<file path="src/rtl/spi_reg_slave.sv">
// SPI register slave: pending-buffered display settings for the render core.
// Writes land in pending buffers and go live only on the vblank load strobe.
module spi_reg_slave (
    input  logic       clk,
    input  logic       reset,
    input  logic       i_sclk,
    input  logic       i_mosi,
    input  logic       i_ss_n,
    input  logic       i_load_new,
    output logic [5:0] o_sky,
    output logic [5:0] o_floor,
    output logic [5:0] o_leak,
    output logic [5:0] o_otherx,
    output logic [5:0] o_othery,
    output logic [5:0] o_vshift,
    output logic       o_vinf,
    output logic [5:0] o_mapdx,
    output logic [5:0] o_mapdy,
    output logic [1:0] o_mapdxw,
    output logic [1:0] o_mapdyw
);
    typedef enum logic [1:0] {S_IDLE, S_CMD, S_DATA, S_HOLD} state_t;

    logic [2:0]  r_sclk_s;
    logic [1:0]  r_mosi_s;
    logic [1:0]  r_ss_s;
    state_t      r_state;
    logic [3:0]  r_cmd;
    logic [4:0]  r_cnt;
    logic [15:0] r_shift;

    logic [5:0]  r_sky, r_floor, r_leak, r_otherx, r_othery, r_vshift;
    logic        r_vinf;
    logic [5:0]  r_mapdx, r_mapdy;
    logic [1:0]  r_mapdxw, r_mapdyw;

    logic [5:0]  r_b_sky, r_b_floor, r_b_leak, r_b_vshift;
    logic [11:0] r_b_other;
    logic        r_b_vinf;
    logic [15:0] r_b_mapd;
    logic [6:0]  r_pend;

    logic        w_rise, w_bit, w_ss, w_last, w_commit;
    logic [3:0]  w_next_cmd;
    logic [4:0]  w_len;
    logic [15:0] w_data;
    logic [6:0]  w_set;

    assign w_rise     = r_sclk_s[1] & ~r_sclk_s[2];
    assign w_bit      = r_mosi_s[1];
    assign w_ss       = r_ss_s[1];
    assign w_next_cmd = {r_cmd[2:0], w_bit};
    assign w_data     = {r_shift[14:0], w_bit};
    assign w_last     = (r_cnt == w_len - 5'd1);
    assign w_commit   = (r_state == S_DATA) && w_rise && w_last && !w_ss;
    assign w_set      = w_commit ? (7'b1 << r_cmd[2:0]) : 7'b0;

    always_comb begin
        w_len = 5'd0;
        unique case (r_cmd[2:0])
            3'd0, 3'd1, 3'd2, 3'd4: w_len = 5'd6;
            3'd3:    w_len = 5'd12;
            3'd5:    w_len = 5'd1;
            3'd6:    w_len = 5'd16;
            default: w_len = 5'd0;
        endcase
    end

    always_ff @(posedge clk or posedge reset) begin
        if (reset) begin
            r_sclk_s <= 3'b000;
            r_mosi_s <= 2'b00;
            r_ss_s   <= 2'b11;
            r_state  <= S_IDLE;
            r_cmd    <= 4'd0;
            r_cnt    <= 5'd0;
            r_shift  <= 16'd0;
        end else begin
            r_sclk_s <= {r_sclk_s[1:0], i_sclk};
            r_mosi_s <= {r_mosi_s[0], i_mosi};
            r_ss_s   <= {r_ss_s[0], i_ss_n};
            // Deselect wins from any state; an unfinished payload is dropped.
            if (w_ss) begin
                r_state <= S_IDLE;
            end else begin
                unique case (r_state)
                    S_IDLE: begin
                        r_state <= S_CMD;
                        r_cnt   <= 5'd0;
                        r_cmd   <= 4'd0;
                    end
                    S_CMD: if (w_rise) begin
                        r_cmd <= w_next_cmd;
                        if (r_cnt == 5'd3) begin
                            r_cnt   <= 5'd0;
                            r_shift <= 16'd0;
                            r_state <= (w_next_cmd < 4'd7) ? S_DATA : S_HOLD;
                        end else begin
                            r_cnt <= r_cnt + 5'd1;
                        end
                    end
                    S_DATA: if (w_rise) begin
                        r_shift <= w_data;
                        r_cnt   <= r_cnt + 5'd1;
                        if (w_last) r_state <= S_HOLD;
                    end
                    default: ;
                endcase
            end
        end
    end

    always_ff @(posedge clk or posedge reset) begin
        if (reset) begin
            r_sky      <= 6'b010101;
            r_floor    <= 6'b101010;
            r_leak     <= 6'd0;
            r_otherx   <= 6'd0;
            r_othery   <= 6'd0;
            r_vshift   <= 6'd0;
            r_vinf     <= 1'b0;
            r_mapdx    <= 6'd0;
            r_mapdy    <= 6'd0;
            r_mapdxw   <= 2'd0;
            r_mapdyw   <= 2'd0;
            r_b_sky    <= 6'b010101;
            r_b_floor  <= 6'b101010;
            r_b_leak   <= 6'd0;
            r_b_other  <= 12'd0;
            r_b_vshift <= 6'd0;
            r_b_vinf   <= 1'b0;
            r_b_mapd   <= 16'd0;
            r_pend     <= 7'd0;
        end else begin
            if (i_load_new) begin
                if (r_pend[0]) r_sky <= r_b_sky;
                if (r_pend[1]) r_floor <= r_b_floor;
                if (r_pend[2]) r_leak <= r_b_leak;
                if (r_pend[3]) {r_otherx, r_othery} <= r_b_other;
                if (r_pend[4]) r_vshift <= r_b_vshift;
                if (r_pend[5]) r_vinf <= r_b_vinf;
                if (r_pend[6]) {r_mapdx, r_mapdy, r_mapdxw, r_mapdyw} <= r_b_mapd;
            end
            // A commit racing the strobe stays pending for the next one.
            r_pend <= (r_pend & ~{7{i_load_new}}) | w_set;
            if (w_commit) begin
                unique case (r_cmd[2:0])
                    3'd0:    r_b_sky    <= w_data[5:0];
                    3'd1:    r_b_floor  <= w_data[5:0];
                    3'd2:    r_b_leak   <= w_data[5:0];
                    3'd3:    r_b_other  <= w_data[11:0];
                    3'd4:    r_b_vshift <= w_data[5:0];
                    3'd5:    r_b_vinf   <= w_data[0];
                    3'd6:    r_b_mapd   <= w_data;
                    default: ;
                endcase
            end
        end
    end

    assign o_sky    = r_sky;
    assign o_floor  = r_floor;
    assign o_leak   = r_leak;
    assign o_otherx = r_otherx;
    assign o_othery = r_othery;
    assign o_vshift = r_vshift;
    assign o_vinf   = r_vinf;
    assign o_mapdx  = r_mapdx;
    assign o_mapdy  = r_mapdy;
    assign o_mapdxw = r_mapdxw;
    assign o_mapdyw = r_mapdyw;
endmodule

</file>
<file path="config.mk">
export PLATFORM = sky130hd
export DESIGN_NAME = spi_reg_slave
export DESIGN_NICKNAME = d
export VERILOG_FILES = /design/src/rtl/spi_reg_slave.sv
export SDC_FILE = /design/constraint.sdc
export NUM_CORES = 1
export LEC_CHECK = 0
export CORE_ASPECT_RATIO = 0.5
export CORE_MARGIN = 5
export CORE_UTILIZATION = 61
export DETAILED_ROUTE_END_ITERATION = 6
export PLACE_DENSITY = 0.85
export SLEW_MARGIN = 10
export SYNTH_ARGS = -nofsm -noshare
export SYNTH_HDL_FRONTEND = slang
export SYNTH_SLANG_ARGS = --single-unit
</file>
<file path="constraint.sdc">
create_clock -name clk -period 15.3 [get_ports clk]
set_input_delay 3.825 -clock clk [delete_from_list [all_inputs] [get_ports clk]]
set_output_delay 3.825 -clock clk [all_outputs]
set_load 0.1 [all_outputs]
</file>
# After elaboration in Yosys (flattened, before gate mapping)
# Index checks and enable logic that the tools add are counted.
[totals]
in_bits = 6
elab_cells = 101
output_inout_bits = 53
latchBits = 0
register_bits = 145
rom_bits = 0
mem_count = 0
mem_bits_rw = 0
[classes]
add_sub_neg = 2
multipliers = 0
div = 0
n_bitwise = 6
n_shift = 1
order_cmp = 1
eq_ne = 17
muxes = 19
n_reduce_logical = 29
[op_table]
columns = ["op", "n"]
rows = [
  ["15-bit two-way mux", 3],
  ["15-bit one-hot mux with 2 select lines", 1],
  ["2-bit AND reduction", 14],
  ["5-bit one-hot mux with 4 select lines", 1],
  ["5-bit two-way mux", 3],
  ["5-bit one-hot mux with 3 select lines", 1],
  ["3-bit inequality test (second input constant)", 4],
  ["2-bit two-way mux", 5],
  ["5-bit AND reduction", 2],
  ["3-bit equality test (second input constant)", 3],
  ["7-bit AND", 1],
  ["7-bit two-way mux", 1],
  ["7-bit inverter", 1],
  ["7-bit OR", 1],
  ["1-bit by 3-bit left shift with 7-bit output (first input constant)", 1],
  ["3-bit by 2-bit equality test with 1-bit output (second input constant)", 2],
  ["2-bit inequality test (second input constant)", 3],
  ["2-bit one-hot mux with 3 select lines", 1],
  ["3-bit one-hot mux with 2 select lines", 1],
  ["5-bit by 1-bit adder with 5-bit output (second input constant)", 1],
  ["5-bit by 2-bit equality test with 1-bit output (second input constant)", 1],
  ["5-bit equality test", 1],
  ["5-bit by 1-bit subtractor with 5-bit output (second input constant)", 1],
  ["4-bit by 3-bit less-than comparator with 1-bit output (second input constant)", 1],
  ["other kinds (17)", 21],
]

# Depth between registers and ports, before layout
[logic_depth]
word_depth = 9
mapped_depth = 10
ltp_nobuf = 8

# Least setup slack after synthesis
# No wires, ideal clock.
[synth_timing]
path_kind = "input to register"
from = "in i_load_new"
to = "reg r_mapdx[0] (netlist: o_mapdx[0])"
path_stages = 3
arrival_ns = 4.716
required_ns = 15.174
path_slack_ns = 10.459
setup_time_ns = 0.126
n_path_buf = 1
cell_sequence = "nand2_1 -> clkbuf_1 -> mux2_2"
[synth_between]
elab_chain_cells = 1
[synth_rtl]
columns = ["item", "line_no", "rtl"]
rows = [
  ["start: declaration", "9", "input logic i_load_new,"],
  ["2-bit AND reduction (no source line)", "--", ""],
  ["end signal: assignment", "142", "if (r_pend[6]) {r_mapdx, r_mapdy, r_mapdxw, r_mapdyw} <= r_b_mapd;"],
  ["end: declaration", "34", "logic [5:0] r_mapdx, r_mapdy;"],
]
# No other way between the ends.
# A chain may end at the register's enable or synchronous reset.

# Worst setup path in the final report
[layout_timing]
from = "reg r_sky[0] (netlist: o_sky[0])"
to = "out o_sky[0]"
[layout_rtl]
columns = ["item", "line_no", "rtl"]
rows = [
  ["start: declaration", "32", "logic [5:0] r_sky, r_floor, r_leak, r_otherx, r_othery, r_vshift;"],
  ["start signal: assignment", "136", "if (r_pend[0]) r_sky <= r_b_sky;"],
  ["end: declaration", "10", "output logic [5:0] o_sky,"],
]
# No word-level cell between the ends.

==> flow_summary.yaml <==
floorplan:
  core-area_um2: 9450
  initial_core_util_pct: 62.7
  row_count: 25
  die_area_um2: 11900
  die_h_um: 79.7
  pin_count: 59
  die_width_um: 149
timing:
  max_freq_mhz: 170
  tns_ps: 0
  tightest_slew_ps: 1200
  relSlewSlack_pct: 19.7
  slew_viol_final: 0
  fin_worst_skew_ps: 6.70
  rsz0062_at_grt: "no"
  hold_viol: 0
  period_needed_ps: 5900
  post-route-period-util_pct: 38.6
  finalSetupViolations: 0
outcome:
  outcome: "complete, no violations"
setup_path:
  path_max_fanout: 2
  cp_cell_sequence: "clkdlybuf4s50_1"
  r2r-start: "r_cmd[0]$_DFFE_PP0P_"
  r2r_cells: 8
  cpLargestDelayFamily: "buffers and inverters"
  endpoint_kind: "output pin"
  regToRegSetupSlack_ps: 12100
  worst-path-buf-inv: 1
  path_depth: 1
  crit_end: "o_sky[0]"
  cpPeakStageDelay_ps: 1130
  cp_data_required_time_ps: 11480
  r2r-end: "r_b_mapd[1]$_DFFE_PP0P_"
  critPathLaunch: "o_sky[0]$_DFFE_PP1P_"
  crit_type: "reg2out"
  startpoint_type: "register"
  worst_path_max_delay_cell: "clkdlybuf4s50_1"
  worstPathArrival_ps: 2070
cts:
  post_cts_buffers: 0
  cts_tree: "yes"
  clockBufferDepth: 2
  cts.sinks: 145
  clkLatencyLatePin_ps: 410
  htree_levels: 4
  cts_hold_buffers: 0
  numCtsBuffers: 17
  cts.repair.resized: 0
  cts_root_buffer: "clkbuf_16"
  path_clk_slew_ps: 60
logic_synthesis:
  synth_cell_type_count: 46
  yosysTopAreaCell: "dfrtp_1"
  synth_top_area_share_pct: 55.3
  ys_ff_latch: 145
  synthTopCellsByCount: "dfrtp_1 (131), mux2_2 (90), a22o_1 (21)"
  syn_area_um2: 5930
  ys_top_cells_by_area: "dfrtp_1 (55%), mux2_2 (17%), dfstp_2 (6.2%)"
  synth_edf_count: 0
  synthFlopType: "dfrtp_1"
  syn_nets: 414
  async_reset_ff_share_pct: 100
  yosys_warnings: 0
  ys_seq_area_share_pct: 61.5
  netlist_instances: 402
  yosysMostFrequentCell: "dfrtp_1"
  synth_area_per_cell_um2: 14.7
global_routing:
  grt_overflow: 0
  first_global_vias: 3668
  antenna_found_initial: 0
  grt_first_pass_wirelength_mm: 19.4
  grt_max_degree: 87
  gr-usage-all-layers_pct: 21.2
route:
  drc: 0
  drt-vias-per-instance: 5.62
  postRouteAntennaNets: 0
  first_iter_violations: 201
  dr.pass1.iters: 4
  wire_per_inst_um: 18.3
  wirelength_mm: 11.3
  vias: 3451
place:
  placed_cells: 582
  dpl.hpwl_mm: 7.05
  portBuffers: 58
  gp_congestion: 0.854
power_and_ir_drop:
  power_density_nw_per_um2: 120
  power.leakage_nw: 3.52
  peakVddDrop_mv: 0.0780
  power_w: 0.000861
final_layout:
  num_antenna_cells: 0
  nets: 478
  fill_cells: 578
  drive_gt1_share_pct: 34.2
  finalNonFillerCells: 614
  syn_to_final_growth_pct: 20.9
flow_run:
  drv_cap: 0
min_path:
  hp-class: "reg2reg"
metrics by stage:
stage	util (%)	hold slack (ps)	area (um2)	worst slack (ps)
5_1_grt	75.9	362	7170	9370
2_1_floorplan	-	331	5930	7600
4_1_cts	75.9	351	7170	9380
6_report	75.9	347	7170	9400
3_3_place_gp	70.0	332	6620	9650
3_5_place_dp	70.0	336	6620	9580
metal layers:
metal | up-vias | GRT usage (%) | share of wire, %
met5 | - | 0 | 0
li1 | 1579 | - | -
met3 | 16 | 4.25 | 4.2
met2 | 79 | 32.8 | 47
met1 | 1777 | 30.2 | 48
met4 | 0 | 7.21 | 1.2
registers in the layout, summed over array words and instances (netlist names), 7 cells and up:
| name | cells |
|---|---|
| r_b_mapd | 16 |
| r_shift | 15 |
| r_b_other | 12 |
| r_pend | 7 |
layout make-up:
cell class | count | area, um2 | share of cell area [%]
tap | 135 | 169 | 2.36
clock inverter | 10 | 86.3 | 1.20
sequential | 145 | 3650 | 50.9
timing repair buffer | 60 | 596 | 8.31
multi-input combinational | 228 | 2150 | 30.0
clock buffer | 22 | 464 | 6.48
inverter | 14 | 57.6 | 0.803
report_power, final:
part	switching [W]	total, W	internal [W]
sequential	0.0000128	0.000403	0.000390
combinational	0.0000460	0.0000729	0.0000269
clock	0.000153	0.000385	0.000231
how the worst min path moves through the flow:
stage / startpoint / endpoint / slack, ps / cells past startpoint
2_1_floorplan: r_mosi_s[0]$_DFF_PP0_ / r_mosi_s[1]$_DFF_PP0_ / 330 / 0
3_3_place_gp: r_sclk_s[0]$_DFF_PP0_ / r_sclk_s[1]$_DFF_PP0_ / 330 / 0
3_5_place_dp: r_sclk_s[0]$_DFF_PP0_ / r_sclk_s[1]$_DFF_PP0_ / 340 / 0
4_1_cts: r_sclk_s[0]$_DFF_PP0_ / r_sclk_s[1]$_DFF_PP0_ / 350 / 0
5_1_grt: r_ss_s[0]$_DFF_PP1_ / r_ss_s[1]$_DFF_PP1_ / 360 / 0
6_report: r_sclk_s[0]$_DFF_PP0_ / r_sclk_s[1]$_DFF_PP0_ / 350 / 0
cells by family after synthesis:
| group | synth area share, % |
|---|---|
| flip-flops | 61.5 |
| multiplexers | 21.8 |
| AO/OA/AOI/OAI | 7.12 |
| AND/OR/NAND/NOR | 5.74 |
| buffers and inverters | 2.22 |
| adder cells (fa/ha/maj) | 1.27 |
| XOR/XNOR | 0.296 |
layout by cell type (no fill, tap or decap), drive strengths merged, types with 2 or more instances in the layout:
master / n
clkinv: 8
o21ai: 19
nor2: 8
nor3: 6
mux2: 108
nand3: 6
nand2b: 7
inv: 15
dfrtp: 131
o21a: 2
buf: 2
dfstp: 14
clkbuf: 22
nor2b: 2
nand4: 5
ha: 6
and3: 2
nand2: 13
or2: 2
clkdlybuf4s50: 58
a22o: 21
Power figures use the tool's default switching activity.
